<file path="src/rtl/sdram_arb_pkg.sv">
// Shared types for the SDRAM access arbiter: FSM states and grant encodings.
package sdram_arb_pkg;

    localparam logic [1:0] GNT_NONE_ENC = 2'b00;
    localparam logic [1:0] GNT_WR_ENC   = 2'b01;
    localparam logic [1:0] GNT_RD_ENC   = 2'b10;

    typedef enum logic [1:0] {
        GNT_NONE = GNT_NONE_ENC,
        GNT_WR   = GNT_WR_ENC,
        GNT_RD   = GNT_RD_ENC
    } grant_t;

    typedef enum logic [2:0] {
        IDLE,
        CMD,
        XFER_WR,
        XFER_RD,
        DONE
    } arb_state_t;

endpackage

</file>
<file path="src/rtl/sdram_arb_priority.sv">
// Combinational burst-boundary pick: starved writer, then urgent reader,
// then round-robin against the previous winner, then the lone requester.
module sdram_arb_priority
    import sdram_arb_pkg::*;
(
    input  logic   i_wr_req,
    input  logic   i_rd_req,
    input  logic   i_rd_urgent,
    input  logic   i_starved,
    input  grant_t i_last_grant,
    output grant_t o_grant
);

    always_comb begin
        o_grant = GNT_NONE;
        if (i_wr_req && i_starved) begin
            o_grant = GNT_WR;
        end else if (i_rd_req && i_rd_urgent) begin
            o_grant = GNT_RD;
        end else if (i_wr_req && i_rd_req) begin
            o_grant = (i_last_grant == GNT_WR) ? GNT_RD : GNT_WR;
        end else if (i_wr_req) begin
            o_grant = GNT_WR;
        end else if (i_rd_req) begin
            o_grant = GNT_RD;
        end
    end

endmodule

</file>
<file path="src/rtl/sdram_access_arbiter.sv">
// Shares one SDRAM controller between the camera writer and the VGA reader,
// one command per burst, with reader urgency and a writer starvation guard.
module sdram_access_arbiter
    import sdram_arb_pkg::*;
#(
    parameter int unsigned ADDR_WIDTH   = 22,
    parameter int unsigned DATA_WIDTH   = 16,
    parameter int unsigned BURST_LEN    = 8,
    parameter int unsigned STARVE_LIMIT = 4
) (
    input  logic                  clk_sdram,
    input  logic                  rst,
    input  logic                  wr_req,
    input  logic [ADDR_WIDTH-1:0] wr_addr,
    input  logic [DATA_WIDTH-1:0] wr_data,
    output logic                  wr_data_ack,
    output logic                  wr_done,
    input  logic                  rd_req,
    input  logic                  rd_urgent,
    input  logic [ADDR_WIDTH-1:0] rd_addr,
    output logic                  rd_data_valid,
    output logic [DATA_WIDTH-1:0] rd_data,
    output logic                  rd_done,
    output logic                  ctl_cmd_valid,
    output logic                  ctl_cmd_write,
    output logic [ADDR_WIDTH-1:0] ctl_cmd_addr,
    input  logic                  ctl_cmd_ready,
    output logic [DATA_WIDTH-1:0] ctl_wr_data,
    input  logic                  ctl_wr_data_ack,
    input  logic                  ctl_rd_data_valid,
    input  logic [DATA_WIDTH-1:0] ctl_rd_data,
    output logic [1:0]            grant,
    output logic                  protocol_err
);

    localparam int unsigned WCW = $clog2(BURST_LEN) + 1;
    localparam int unsigned SCW = $clog2(STARVE_LIMIT + 1);
    localparam logic [WCW-1:0] LAST_WORD  = WCW'(BURST_LEN - 1);
    localparam logic [SCW-1:0] STARVE_MAX = SCW'(STARVE_LIMIT);

    arb_state_t            r_state;
    grant_t                r_grant;
    grant_t                r_last_grant;
    logic [SCW-1:0]        r_starve_cnt;
    logic [WCW-1:0]        r_word_cnt;
    logic                  r_cmd_valid;
    logic                  r_cmd_write;
    logic [ADDR_WIDTH-1:0] r_cmd_addr;
    logic                  r_rd_data_valid;
    logic [DATA_WIDTH-1:0] r_rd_data;
    logic                  r_wr_done;
    logic                  r_rd_done;
    logic                  r_protocol_err;

    grant_t w_pick;
    logic   w_starved;
    logic   w_in_wr;
    logic   w_in_rd;

    assign w_starved = (r_starve_cnt == STARVE_MAX);
    assign w_in_wr   = (r_state == XFER_WR);
    assign w_in_rd   = (r_state == XFER_RD);

    sdram_arb_priority u_priority (
        .i_wr_req     (wr_req),
        .i_rd_req     (rd_req),
        .i_rd_urgent  (rd_urgent),
        .i_starved    (w_starved),
        .i_last_grant (r_last_grant),
        .o_grant      (w_pick)
    );

    always_ff @(posedge clk_sdram) begin
        if (rst) begin
            r_state         <= IDLE;
            r_grant         <= GNT_NONE;
            r_last_grant    <= GNT_RD;
            r_starve_cnt    <= '0;
            r_word_cnt      <= '0;
            r_cmd_valid     <= 1'b0;
            r_cmd_write     <= 1'b0;
            r_cmd_addr      <= '0;
            r_rd_data_valid <= 1'b0;
            r_rd_data       <= '0;
            r_wr_done       <= 1'b0;
            r_rd_done       <= 1'b0;
            r_protocol_err  <= 1'b0;
        end else begin
            r_rd_data_valid <= 1'b0;
            r_wr_done       <= 1'b0;
            r_rd_done       <= 1'b0;

            // Controller data outside its transfer phase is dropped but remembered.
            if ((ctl_rd_data_valid && !w_in_rd) || (ctl_wr_data_ack && !w_in_wr)) begin
                r_protocol_err <= 1'b1;
            end

            case (r_state)
                IDLE: begin
                    if (w_pick != GNT_NONE) begin
                        r_grant     <= w_pick;
                        r_cmd_valid <= 1'b1;
                        r_cmd_write <= (w_pick == GNT_WR);
                        r_cmd_addr  <= (w_pick == GNT_WR) ? wr_addr : rd_addr;
                        if (w_pick == GNT_WR) begin
                            r_starve_cnt <= '0;
                        end else if (wr_req && !w_starved) begin
                            r_starve_cnt <= r_starve_cnt + SCW'(1);
                        end
                        r_state <= CMD;
                    end
                end
                CMD: begin
                    if (ctl_cmd_ready) begin
                        r_cmd_valid <= 1'b0;
                        r_state     <= r_cmd_write ? XFER_WR : XFER_RD;
                    end
                end
                XFER_WR: begin
                    if (ctl_wr_data_ack) begin
                        if (r_word_cnt == LAST_WORD) begin
                            r_word_cnt <= '0;
                            r_wr_done  <= 1'b1;
                            r_state    <= DONE;
                        end else begin
                            r_word_cnt <= r_word_cnt + WCW'(1);
                        end
                    end
                end
                XFER_RD: begin
                    r_rd_data_valid <= ctl_rd_data_valid;
                    if (ctl_rd_data_valid) begin
                        r_rd_data <= ctl_rd_data;
                        if (r_word_cnt == LAST_WORD) begin
                            r_word_cnt <= '0;
                            r_rd_done  <= 1'b1;
                            r_state    <= DONE;
                        end else begin
                            r_word_cnt <= r_word_cnt + WCW'(1);
                        end
                    end
                end
                DONE: begin
                    r_last_grant <= r_grant;
                    r_grant      <= GNT_NONE;
                    r_state      <= IDLE;
                end
                default: begin
                    r_state <= IDLE;
                end
            endcase
        end
    end

    assign ctl_wr_data   = w_in_wr ? wr_data : '0;
    assign wr_data_ack   = w_in_wr && ctl_wr_data_ack;
    assign wr_done       = r_wr_done;
    assign rd_data_valid = r_rd_data_valid;
    assign rd_data       = r_rd_data;
    assign rd_done       = r_rd_done;
    assign ctl_cmd_valid = r_cmd_valid;
    assign ctl_cmd_write = r_cmd_write;
    assign ctl_cmd_addr  = r_cmd_addr;
    assign grant         = r_grant;
    assign protocol_err  = r_protocol_err;

endmodule

</file>
<file path="config.mk">
export PLATFORM = sky130hd
export DESIGN_NAME = sdram_access_arbiter
export DESIGN_NICKNAME = d
export VERILOG_FILES = /design/src/rtl/sdram_arb_pkg.sv /design/src/rtl/sdram_arb_priority.sv /design/src/rtl/sdram_access_arbiter.sv
export SDC_FILE = /design/constraint.sdc
export NUM_CORES = 1
export LEC_CHECK = 0
export ABC_CLOCK_PERIOD_IN_PS = 1510
export CAP_MARGIN = 20
export CORE_UTILIZATION = 35
export DETAILED_ROUTE_END_ITERATION = 12
export PLACE_DENSITY = 0.79
export SYNTH_ARGS = -nofsm -noshare
export SYNTH_HDL_FRONTEND = slang
export SYNTH_SLANG_ARGS = --single-unit
</file>
<file path="constraint.sdc">
create_clock -name clk_sdram -period 1.51 [get_ports clk_sdram]
set_input_delay 0.302 -clock clk_sdram [delete_from_list [all_inputs] [get_ports clk_sdram]]
set_output_delay 0.302 -clock clk_sdram [all_outputs]
set_load 0.01 [all_outputs]
</file>
Yosys cells after proc, flatten, opt, wreduce, memory -nomap -nowiden
Index checks and enable logic that the tools add are counted.
{ "totals": {"register_bits": 58, "output_inout_bits": 63, "wordCells": 85} }
{ "classes": {"n_reduce_logical": 27, "mux": 27, "n_eq_ne": 12, "n_bitwise": 4, "addsub": 2} }
{ "op_table": {"columns": ["operator", "count"], "rows": [
  ["22-bit two-way mux", 1],
  ["3-bit two-way mux", 7],
  ["16-bit two-way mux", 1],
  ["2-bit two-way mux", 7],
  ["4-bit two-way mux", 3],
  ["3-bit case mux with 4 select lines", 1],
  ["2-bit nonzero test", 5],
  ["3-bit AND reduction", 3],
  ["2-bit != test (second input constant)", 4],
  ["4-bit case mux with 2 select lines", 1],
  ["1-bit logical AND", 7],
  ["3-bit by 2-bit == test with 1-bit output (second input constant)", 2],
  ["3-bit == test (second input constant)", 2],
  ["2-bit AND reduction", 3],
  ["3-bit OR reduction", 2],
  ["4-bit by 1-bit adder with 4-bit output (second input constant)", 1],
  ["2-bit by 1-bit == test with 1-bit output (second input constant)", 2],
  ["4-bit by 3-bit == test with 1-bit output (second input constant)", 1],
  ["1-bit two-way mux", 4],
  ["1-bit NOT", 4],
  ["2-bit case mux with 2 select lines", 1],
  ["4-bit AND reduction", 1],
  ["3-bit by 1-bit adder with 3-bit output (second input constant)", 1],
  ["3-bit by 1-bit == test with 1-bit output (second input constant)", 1],
  ["other kinds (5)", 7]
]} }

Logic depth before layout (Yosys ltp)
{ "depth": {"depth_word": 8, "depth_mapped": 7, "ltp_nobuf": 6} }

Hierarchy
Synthesis repeated with hierarchy kept, for this count alone.
{ "unflattened": {"hier_cells": 302, "area_unflattened_um2": 2767.7} }
{ "modules_own_cells": {"columns": ["module", "area_each_um2", "cells_per_inst", "n_inst"], "rows": [
  ["sdram_access_arbiter", 2721.4, 296, 1],
  ["sdram_arb_priority", 46.3, 6, 1]
]} }

Worst setup path before layout
Ideal clock, no wire load.
{ "synth_timing": {"kind": "reg2reg", "startpoint": "register r_state[2]", "endpoint": "register r_cmd_addr[4] (netlist: ctl_cmd_addr[4])", "setup_ps": 133, "stages_incl_launch_ff": 6, "required_time_ps": 1377, "period_less_slack_ps": 1644, "path_buffers": 2, "slack_ps": -134, "arrival_ps": 1511, "path_cell_list": "dfxtp_1 buf_6 or4_4 a21oi_1 clkbuf_8 a222oi_1"} }
{ "synth_between": {"elab_chain_len": 2} }
{ "synth_rtl": {"columns": ["item", "line", "rtl"], "rows": [
  ["from (decl)", "sdram_access_arbiter.sv:41", "arb_state_t r_state;"],
  ["from (signal assigned)", "sdram_access_arbiter.sv:116", "r_state <= r_cmd_write ? XFER_WR : XFER_RD;"],
  ["3-bit logical NOT", "sdram_access_arbiter.sv:98", "case (r_state)"],
  ["2-bit AND reduction (no line)", null, null],
  ["to (signal assigned)", "sdram_access_arbiter.sv:104", "r_cmd_addr <= (w_pick == GNT_WR) ? wr_addr : rd_addr;"],
  ["to (decl)", "sdram_access_arbiter.sv:48", "logic [ADDR_WIDTH-1:0] r_cmd_addr;"]
]} }
No other way between the ends.
A chain may end at the register's enable or synchronous reset.

Worst setup path after layout
{ "layout_timing": {"startpoint": "register r_state[1]", "endpoint": "register r_cmd_addr[7] (netlist: ctl_cmd_addr[7])"} }
The elaborated chain is that of the path after synthesis.

==> results_dict.tcl <==
set metrics [dict create \
    slew_violations 0 \
    wl_mm 8.924 \
    maxCapViolCount 0 \
    total_power_mw 4.123 \
    post-dp-hpwl_mm 5.729 \
    timing_worst_setup_path_type "flop to flop" \
    groute.usage.overall 0.2175 \
    leakage_nw 2.299 \
    syn_area_um2 2634 \
    area_growth_pct 81.19 \
    clock-root-buffer "clkbuf_8" \
    drtIter0Drc 170 \
    startpoint_type "flop" \
    peakVddDrop_mv 0.5690 \
    core_um2 7253 \
    grt_max_degree 34 \
    max-slew-margin-rel 0.7554 \
    min_period_ns 1.683 \
    grt_pass1_vias 2934 \
    crit_fanout 6 \
    syn_inst 320 \
    wl_per_cell_um 14.80 \
    cts_made_buffers 9 \
    arrival_ns 1.89 \
    drc 0 \
    crit_slowest_cell "or4_4" \
    clk_pin_slew_worst_paths_ns 0.06 \
    skew_ns 0.005793 \
    syn_avg_cell_area_um2 8.231 \
    htree_num_levels 3 \
    slowest_delay_ns 0.56 \
    top_layer "met4" \
    wl_met2_mm 4.567 \
    diodes 0 \
    clkLatencyLatePin_ns 0.33 \
    ff2ff_path_depth 4 \
    crit_required_ns 1.72 \
    num-nets-final 586 \
    placementRows 31 \
    die_y_um 88.75 \
    antenna_left 0 \
    rsz0062_at_grt "true" \
    ios 147 \
    place.gp.congestion 0.7188 \
    fin_tns_setup_ns -4.096 \
    ys_seq_elements 58 \
    setup_slack_ns -0.1725 \
    crit_chain "buf_6 > or4_4 > nand2b_4 > a222oi_1" \
    antenna_found_initial 0 \
    grt_overflow 0 \
    ys_seq_area_frac 0.4409 \
    drt-met1-wl_mm 3.443 \
    power_density_nw_per_um2 863.9 \
    met3_length_um 814 \
    via_count 2945 \
    clock.fmax_ghz 0.5943 \
    violations "setup timing" \
    drive_gt1_frac 0.2163 \
    io_buffers 146 \
    hold_buffers 0 \
    dr.pass1.iters 5 \
    dpl-instance-area_um2 4359 \
    die_w_um 88.75 \
    synth_fp_nets 407 \
    finalHoldViolations 0 \
    cts_num_sinks 58 \
    via_per_inst 4.884 \
    cts_buffer_depth 2 \
    worst_pin_slew_ns 0.3669 \
    final_area_um2 4772 \
    worstSetupEndpointType "flop" \
    holdPathStages 2 \
    cts_tree "built" \
    status "complete, but fails checks" \
    dieArea_um2 7876 \
    start_util 0.3631 \
    setup_viol 40 \
    hp-class "flop to flop" \
    ys_warn_count 0 \
    fin_crit_sh 1.114 \
    grt_pass1_wl_mm 13.10 \
    synth_cell_types 38 \
]
[metrics by stage]
| stage | hold WS [ns] | worst slack (ns) | std cells | utilization |
|---|---|---|---|---|
| 2_1_floorplan | 0.4318 | -0.07877 | 320 | - |
| 3_3_place_gp | 0.4408 | -0.4908 | 574 | 0.6010 |
| 3_5_place_dp | 0.4480 | -0.5409 | 574 | 0.6010 |
| 4_1_cts | 0.4569 | -0.1780 | 598 | 0.6390 |
| 5_1_grt | 0.4699 | -0.2066 | 603 | 0.6579 |
| 6_report | 0.4507 | -0.1725 | 603 | 0.6579 |
[Yosys cell counts]
cell type | n | area, µm²
and4b_2 | 1 | 11.26
buf_2 | 3 | 15.01
or4b_1 | 1 | 10.01
inv_1 | 46 | 172.7
a2bb2oi_1 | 1 | 8.760
buf_6 | 4 | 45.04
nand2_1 | 69 | 259.0
mux2i_1 | 3 | 30.03
clkbuf_1 | 6 | 22.52
o21bai_1 | 1 | 7.510
o21ai_0 | 6 | 30.03
a21oi_1 | 27 | 135.1
nand3_1 | 8 | 40.04
nor4b_1 | 1 | 8.760
clkinv_1 | 1 | 3.750
clkbuf_8 | 6 | 82.58
and2_1 | 17 | 106.4
xnor2_1 | 1 | 8.760
or3_1 | 1 | 6.260
o211ai_1 | 1 | 7.510
o211a_1 | 1 | 10.01
nand2b_4 | 1 | 13.76
nand3b_1 | 2 | 15.01
nor2_1 | 13 | 48.80
nand2b_1 | 1 | 6.260
ha_1 | 3 | 37.54
dfxtp_1 | 58 | 1161
nor3_1 | 3 | 15.01
nor2b_1 | 1 | 6.260
o21a_1 | 1 | 7.510
and2b_2 | 1 | 8.760
nor4_1 | 1 | 6.260
nor3b_1 | 4 | 30.03
or4_4 | 1 | 11.26
a32o_1 | 1 | 10.01
a222oi_1 | 22 | 220.2
a21oi_2 | 1 | 8.760
and3_1 | 1 | 6.260
[power by group]
group	internal, mW	switching [mW]
combinational	0.629	0.454
clock	0.726	0.582
sequential	1.66	0.0735
total	3.01	1.11
[layer usage]
metal  global-route usage  vias up
met5                    0        -
met4              0.06891        0
met3              0.09981       10
met2               0.3825      135
met1               0.2316     1367
li1                     -     1433
[final cells by class]
class                   instances  area, µm²
well taps                      99      123.9
multi-input cells             200       1300
clock buffers                  14      172.7
fillers                       613       2481
clock inverters                 2      10.01
repair buffers                183       1823
inverters                      47      176.4
flip-flops and latches         58       1166
[logic make-up (layout without fill, tap and decap cells)]
| family | after synthesis | after routing | synth area share |
|---|---|---|---|
| buffers and inverters | 66 | 246 | 0.1297 |
| muxes | 3 | 3 | 0.01140 |
| adders and majority gates | 3 | 3 | 0.01425 |
| and+or+nand+nor | 127 | 131 | 0.2314 |
| xor gates and xnor gates | 1 | 1 | 0.003326 |
| AOI/OAI and AO/OA | 62 | 62 | 0.1691 |
| DFF | 58 | 58 | 0.4409 |
[worst max-delay path, delay by kind of cell, from the launching register on]
kind	cells	cell delay [ns]
AND/OR/NAND/NOR	2	0.77
flip-flops	1	0.34
buffers and inverters	1	0.12
AO/OA/AOI/OAI	1	0.33
[timing repair]
item,CTS,global route
buffers inserted,4,4
pin swaps,14,21
setup endpoints to repair,78,55
cloned,4,4
gates resized for setup,138,44
[path summary, 6_finish.rpt]
check / startpoint / end / slack (ns)
min reg2reg: rd_data[0] / rd_data[0] / 0.45
max: r_state[1] / ctl_cmd_addr[7] / -0.17
max reg2reg: r_state[1] / ctl_cmd_addr[7] / -0.17
min: rd_data[0] / rd_data[0] / 0.45
[cells in the final DEF (no fill, tap or decap), types with 4 or more instances in the layout]
master / count
a21oi_1: 24
a222oi_1: 22
and2_4: 15
buf_12: 5
buf_4: 23
buf_6: 24
clkbuf_8: 12
clkdlybuf4s50_1: 82
dfxtp_1: 54
dfxtp_2: 4
dlygate4sd2_1: 37
dlymetal6s2s_1: 10
inv_1: 46
nand2_1: 68
nand2b_4: 5
nand3_1: 7
nor2_1: 12
o21ai_0: 4
[state kept, by name (all words and copies together) (netlist names)]
name / flops
r_starve_cnt: 3
rd_done: 1
rd_data: 16
r_last_grant: 2
wr_done: 1
protocol_err: 1
ctl_cmd_addr: 22
r_state: 3
ctl_cmd_valid: 1
ctl_cmd_write: 1
grant: 2
r_word_cnt: 4
rd_data_valid: 1
Power figures use the tool's default switching activity.
